===== config.mk =====
export PLATFORM = sky130hd
export DESIGN_NAME = toggle_rate_meter
export DESIGN_NICKNAME = d
export VERILOG_FILES = /design/src/rtl/toggle_rate_meter.sv
export SDC_FILE = /design/constraint.sdc
export NUM_CORES = 1
export LEC_CHECK = 0
export CAP_MARGIN = 20
export CORE_AREA = 3 3 52 54
export CTS_CLUSTER_DIAMETER = 80
export DETAILED_ROUTE_END_ITERATION = 6
export DIE_AREA = 0 0 55 57
export DONT_BUFFER_PORTS = 1
export PLACE_DENSITY = 0.72
export SLEW_MARGIN = 20
export SYNTH_ARGS = -nofsm -noshare
export SYNTH_HDL_FRONTEND = slang
export SYNTH_SLANG_ARGS = --single-unit

===== constraint.sdc =====
create_clock -name clk -period 3.1 [get_ports clk]
set_input_delay 0.62 -clock clk [delete_from_list [all_inputs] [get_ports clk]]
set_output_delay 0.62 -clock clk [all_outputs]
set_load 0.02 [all_outputs]

===== src/rtl/toggle_rate_meter.sv =====
`default_nettype none
// ============================================================================
// Module      : toggle_rate_meter
// Description : Counts level transitions of a toggling input over a
//               programmable window of WINDOW clock cycles and presents the
//               (saturating) count over a valid/ready handshake.
// Revision    : 1.0  initial release
// ----------------------------------------------------------------------------
// Parameters  : CNT_W   width of the transition count (saturates at 2^CNT_W-1)
//               WINDOW  measurement window length in cycles (>= 1)
// Ports       : clk          clock, all logic on posedge
//               rst          synchronous active-high reset
//               q_in         monitored toggle signal (T flip-flop q)
//               win_start    one-cycle measurement request, ignored while busy
//               busy         window running or result not yet accepted
//               count_out    transition count of the last completed window
//               overflow     count saturated during the window
//               count_valid  result available
//               count_ready  consumer accepts the result
// Build macro : TOGGLE_RATE_SYNC_EN  inserts a 2-flop synchronizer on q_in
//               (edge detection latency +2 cycles); leave undefined when q_in
//               is synchronous to clk.
// ============================================================================
module toggle_rate_meter #(
    parameter int CNT_W  = 8,
    parameter int WINDOW = 16
) (
    input  logic             clk,
    input  logic             rst,
    input  logic             q_in,
    input  logic             win_start,
    output logic             busy,
    output logic [CNT_W-1:0] count_out,
    output logic             overflow,
    output logic             count_valid,
    input  logic             count_ready
);

    localparam int                 c_WIN_W    = $clog2(WINDOW + 1);
    localparam logic [c_WIN_W-1:0] c_WIN_LAST = c_WIN_W'(WINDOW - 1);
    localparam logic [CNT_W-1:0]   c_CNT_MAX  = '1;

    localparam logic [1:0] c_IDLE  = 2'd0;
    localparam logic [1:0] c_COUNT = 2'd1;
    localparam logic [1:0] c_HOLD  = 2'd2;

    logic [1:0]         r_state;
    logic [1:0]         w_state_nxt;
    logic               w_q_src;
    logic               r_s_q;
    logic               r_p_q;
    logic               w_edge;
    logic [CNT_W-1:0]   r_cnt;
    logic               r_ovf;
    logic [c_WIN_W-1:0] r_win;
    logic [CNT_W-1:0]   w_cnt_new;
    logic               w_ovf_new;
    logic               w_win_last;
    logic [CNT_W-1:0]   r_count_out;
    logic               r_overflow;

    // ------------------------------------------------------------------------
    // Input conditioning
    // ------------------------------------------------------------------------
`ifdef TOGGLE_RATE_SYNC_EN
    logic r_sync1;
    logic r_sync2;

    always_ff @(posedge clk) begin
        if (rst) begin
            r_sync1 <= 1'b0;
            r_sync2 <= 1'b0;
        end else begin
            r_sync1 <= q_in;
            r_sync2 <= r_sync1;
        end
    end

    assign w_q_src = r_sync2;
`else
    assign w_q_src = q_in;
`endif

    // Sample and previous-sample registers; any difference is one transition,
    // regardless of direction.
    always_ff @(posedge clk) begin
        if (rst) begin
            r_s_q <= 1'b0;
            r_p_q <= 1'b0;
        end else begin
            r_s_q <= w_q_src;
            r_p_q <= r_s_q;
        end
    end

    assign w_edge = r_s_q ^ r_p_q;

    // ------------------------------------------------------------------------
    // Saturating count. Overflow marks an edge that could not be counted
    // because the counter was already at its maximum.
    // ------------------------------------------------------------------------
    always_comb begin
        w_cnt_new = r_cnt;
        w_ovf_new = r_ovf;
        if (w_edge) begin
            if (r_cnt == c_CNT_MAX) begin
                w_ovf_new = 1'b1;
            end else begin
                w_cnt_new = r_cnt + CNT_W'(1);
            end
        end
    end

    assign w_win_last = (r_win == c_WIN_LAST);

    // ------------------------------------------------------------------------
    // Control FSM
    // ------------------------------------------------------------------------
    always_ff @(posedge clk) begin
        if (rst) begin
            r_state <= c_IDLE;
        end else begin
            r_state <= w_state_nxt;
        end
    end

    always_comb begin
        w_state_nxt = r_state;
        case (r_state)
            c_IDLE:  if (win_start)   w_state_nxt = c_COUNT;
            c_COUNT: if (w_win_last)  w_state_nxt = c_HOLD;
            // count_valid is implied by being in HOLD
            c_HOLD:  if (count_ready) w_state_nxt = c_IDLE;
            default: w_state_nxt = c_IDLE;
        endcase
    end

    // ------------------------------------------------------------------------
    // Datapath
    // ------------------------------------------------------------------------
    always_ff @(posedge clk) begin
        if (rst) begin
            r_cnt       <= '0;
            r_ovf       <= 1'b0;
            r_win       <= '0;
            r_count_out <= '0;
            r_overflow  <= 1'b0;
        end else begin
            case (r_state)
                c_IDLE: begin
                    r_cnt <= '0;
                    r_ovf <= 1'b0;
                    r_win <= '0;
                end
                c_COUNT: begin
                    r_cnt <= w_cnt_new;
                    r_ovf <= w_ovf_new;
                    r_win <= r_win + c_WIN_W'(1);
                    // The last window cycle's edge is folded in before latching.
                    if (w_win_last) begin
                        r_count_out <= w_cnt_new;
                        r_overflow  <= w_ovf_new;
                    end
                end
                default: begin
                end
            endcase
        end
    end

    // Outputs decode registered state only, so count_ready never reaches an
    // output combinationally.
    assign busy        = (r_state != c_IDLE);
    assign count_valid = (r_state == c_HOLD);
    assign count_out   = r_count_out;
    assign overflow    = r_overflow;

endmodule
`default_nettype wire

-- Word level (Yosys, flattened, before mapping)
Cells that the tools add are included.
- register bits: 27
- input port bits: 5
- output and inout bits: 11
- logic and storage cells: 34
- $add $sub $neg: 2
- eq/ne operators: 7
- mux-type cells: 11
- bitwise gates (word level): 1
- reduce and logical (&&, ||, !) cells: 5
- operators by type and width (operator ; number):
    two-way mux 8 bit ; 2
    one-hot mux 8 bit (2 select lines) ; 1
    one-hot mux 5 bit (2 select lines) ; 1
    adder 8 x 1 -> 8 bit, second input constant ; 1
    == test 8 bit, second input constant ; 1
    two-way mux 2 bit ; 3
    one-hot mux 2 bit (3 select lines) ; 1
    adder 5 x 1 -> 5 bit, second input constant ; 1
    == test 5 x 4 -> 1 bit, second input constant ; 1
    inequality test 2 bit, second input constant ; 2
    nonzero test 2 bit ; 2
    AND reduction 3 bit ; 1
    == test 2 x 1 -> 1 bit, second input constant ; 1
    == test 2 bit, second input constant ; 1
    logical NOT 2 bit ; 1
    two-way mux 1 bit ; 2
    inequality test 2 x 1 -> 1 bit, second input constant ; 1
    one-hot mux 1 bit (2 select lines) ; 1
    AND reduction 2 bit ; 1
    bitwise XOR 1 bit ; 1

-- Longest topological paths before layout
- depth after elaboration: 4
- gate-level depth with buffers: 7
- gate-level depth less buffers: 6

-- Worst setup path after synthesis
OpenSTA, ideal clock, no wires.
- path type: register -> register
- start point: reg r_cnt[0]
- end point: reg r_count_out[5] (netlist: count_out[5])
- setup time: 0.103 ns
- data arrival time: 1.536 ns
- data required time: 2.997 ns
- slack: 1.461 ns
- stages on the path, launching flop included: 6
- buffers on the path: 0
- period minus slack after synthesis: 1.639 ns
- cells stage by stage: dfxtp_1 -> ha_1 -> nand4_2 -> or2_4 -> and4_4 -> a2111oi_2
- longest elaborated chain between the ends: 3
- elaborated cells on any way between the ends: 4
- classes of those cells: add/sub: 1; eq/ne: 1; mux: 2
- ends and longest elaborated chain (element ; line ; RTL):
    start, declared ; 53 ; logic [CNT_W-1:0] r_cnt;
    start signal, assigned ; 156 ; r_cnt <= w_cnt_new;
    adder 8 x 1 -> 8 bit or == test 8 bit (tied branches) ; 109, 106 ;
    two-way mux 8 bit * ; 106 ; if (r_cnt == c_CNT_MAX) begin
    two-way mux 8 bit * ; 105 ; if (w_edge) begin
    end signal, assigned ; 161 ; r_count_out <= w_cnt_new;
    end, declared ; 59 ; logic [CNT_W-1:0] r_count_out;
Every way passes the cells marked *; elsewhere a longest branch is shown, timed or not.
A chain may end at the register's enable or synchronous reset.

-- Worst setup path after layout
- start point: reg r_state[1]
- end point: out count_valid
- longest elaborated chain between the ends: 1
- ends and longest elaborated chain (element ; line ; RTL):
    start, declared ; 47 ; logic [1:0] r_state;
    start signal, assigned ; 121 ; r_state <= c_IDLE;
    start signal, assigned ; 123 ; r_state <= w_state_nxt;
    == test 2 bit ; 174 ; assign count_valid = (r_state == c_HOLD);
    end, declared ; 35 ; output logic count_valid,
No other way between the ends.

==> results.toml <==
[power_and_ir_drop]
pwr-share-comb = 0.057
power_density_nw_per_um2 = 400
p_leak_uw = 0.000475
swShare = 0.245
p_seq_frac = 0.658
ir_drop_mv = 0.280
p_sw_uw = 133
intPower_uw = 410
pwr-share-clk = 0.284

[global_routing]
overflow = 0
grt_pass1_vias = 1051
grt_max_degree = 22
grt_pass1_wl_mm = 4.68
grt_antenna_before_repair = 0
grtUsageTotal = 0.196

[floorplanning]
coreArea_um2 = 2250
die-area_um2 = 3140
dieHeight_um = 57
initial_core_util = 0.589
row_count = 17
die_x_um = 55
boundaryPins = 16

[logic_synthesis]
yosys-top-cells-area = "dfxtp_1 (41%), nor2_1 (5.4%), a21oi_1 (3.8%), nand3_1 (3.8%), nor3_1 (3.8%)"
synth_nets = 165
synth_ff_type = "dfxtp_1"
synth_top_area_frac = 0.407
synth_edf_count = 0
synthCells = 157
ys_ff_latch = 27
yosys.area.top_type = "dfxtp_1"
seq_area_frac_synth = 0.407
ys.warnings.count = 0
synth.avg_cell_area_um2 = 8.46
ys_async_sr_fraction = 0
synthesis.area_um2 = 1330
yosys.cell_types.count = 42

[final_layout]
drive_gt1_frac = 0.111
diodes = 0
final_nets = 162
layout_commonest_cell = "dfxtp_1"
seqCellArea_um2 = 541
multiInputGateArea_um2 = 736
nFillCells = 211
syn2layout_area_growth_pct = 2.17
final_cell_mix = "dfxtp_1 (27), nor2_1 (19), a21oi_1 (10), nand3_1 (10), nor3_1 (10)"

[setup_path]
critical-path-max-stage-delay_ns = 0.74
crit_family = "flip-flops"
crit_buf_inv = 1
path_max_fanout = 20
path_class = "reg2out"
cp.required_ns = 2.48
end_kind = "output port"
arrival_ns = 1.65
worstPathCellList = "inv_1, nor2_1"
crit_slowest_cell = "dfxtp_1"
cp-start-kind = "flip-flop"

[detailed_routing]
ant_nets = 0
wl_per_cell_um = 15.5
drc = 0
vias = 1126
firstDrtPassIters = 4
initialDrtViolationCount = 41
post_drt_via_cell_ratio = 6.22
finalWirelength_mm = 2.81

[timing]
rsz0062_at_grt = "false"
final-hold-violation-count = 0
period_share = 0.733
skew_ns = 0.00666
worst_pin_slew_ns = 0.615
period_needed_ns = 2.27
max_freq_mhz = 440
fin_setup_tns_ns = 0
slew_viol_final = 0
slew_headroom = 0.589
hold_ws_ns = 0.338
setup_viol = 0
setup_slack_ns = 0.829

[placed_design]
pre_cts_slack_ns = 1.21
dp_hpwl_mm = 2.01
gp_congestion = 0.941
io_buffers = 0

[flow_run]
maxCapViolations = 0

[cts]
post-cts-setup-buffer-count = 0
htree_levels = 1
postCtsHoldBufs = 0
clockBufferDepth = 2
cts_resized = 0
clkTransAtPathRegs_ns = 0.15
cts_sinks = 27
cts_tree = "yes"
cts_buffers = 3
cts_root_buf = "clkbuf_4"
clk_latency_ns = 0.32

[status]
status = "completed"

[min_path]
hp-class = "in2reg"
## metal layers
metal  routed length (µm)  GRT usage
met3                  183     0.0235
met4                   25     0.0417
met5                    0          0
met2                 1250      0.302
met1                 1360      0.289
## final cells by class
type / count / share of cell area
clock buffer: 3 / 0.0166
inverter: 5 / 0.0138
clock inverter: 1 / 0.00369
tap: 28 / 0.0258
sequential: 27 / 0.398
multi-input combinational: 117 / 0.542
## synthesized netlist by cell type (5+ instances only)
library cell  instances
nor2_1               19
dfxtp_1              27
nor3_1               10
nand3_1              10
inv_1                 5
a31oi_1               5
a21oi_1              10
nand2_1               7
o21ai_0               6
## path summary, 6_finish.rpt
| check | from | end | slack [ns] | cells after the start |
|---|---|---|---|---|
| setup reg to reg | r_state[0] | count_out[5] | 1.17 | 4 |
| hold / removal | rst | r_cnt[5] | 0.34 | 1 |
| hold reg to reg | r_win[4] | r_win[4] | 0.50 | 2 |
| setup / recovery | r_state[1] | count_valid | 0.83 | 2 |
## state kept, by name, summed over array words and instances, names as in the netlist
signal / count
r_p_q: 1
r_win: 5
r_s_q: 1
r_cnt: 8
count_out: 8
r_ovf: 1
overflow: 1
r_state: 2
## stage by stage
stage	util	instance area, µm²	instances	total power, µW
2_1_floorplan	-	1330	157	392
3_3_place_gp	0.590	1330	177	395
3_5_place_dp	0.590	1330	177	396
4_1_cts	0.602	1360	181	544
5_1_grt	0.602	1360	181	560
6_report	0.602	1360	181	543
## logic make-up (layout without fill, tap and decap cells)
kind of cell	count (synthesis)	in the layout	synth area share
adders and majority gates	3	3	0.0283
and+or+nand+nor	72	72	0.294
buffers and inverters	13	9	0.0395
xor gates and xnor gates	4	4	0.0320
DFF	27	27	0.407
AOI/OAI and AO/OA	38	38	0.200
## power by group through the flow
stage	sequential, µW	clock [µW]	combinational, µW
floorplan	361	0	30.6
global placement	364	0	30.6
detailed placement	365	0	31.3
CTS	357	155	31.5
global route	358	167	35.4
finish	357	154	31.2
(Power assumes the default switching activity.)
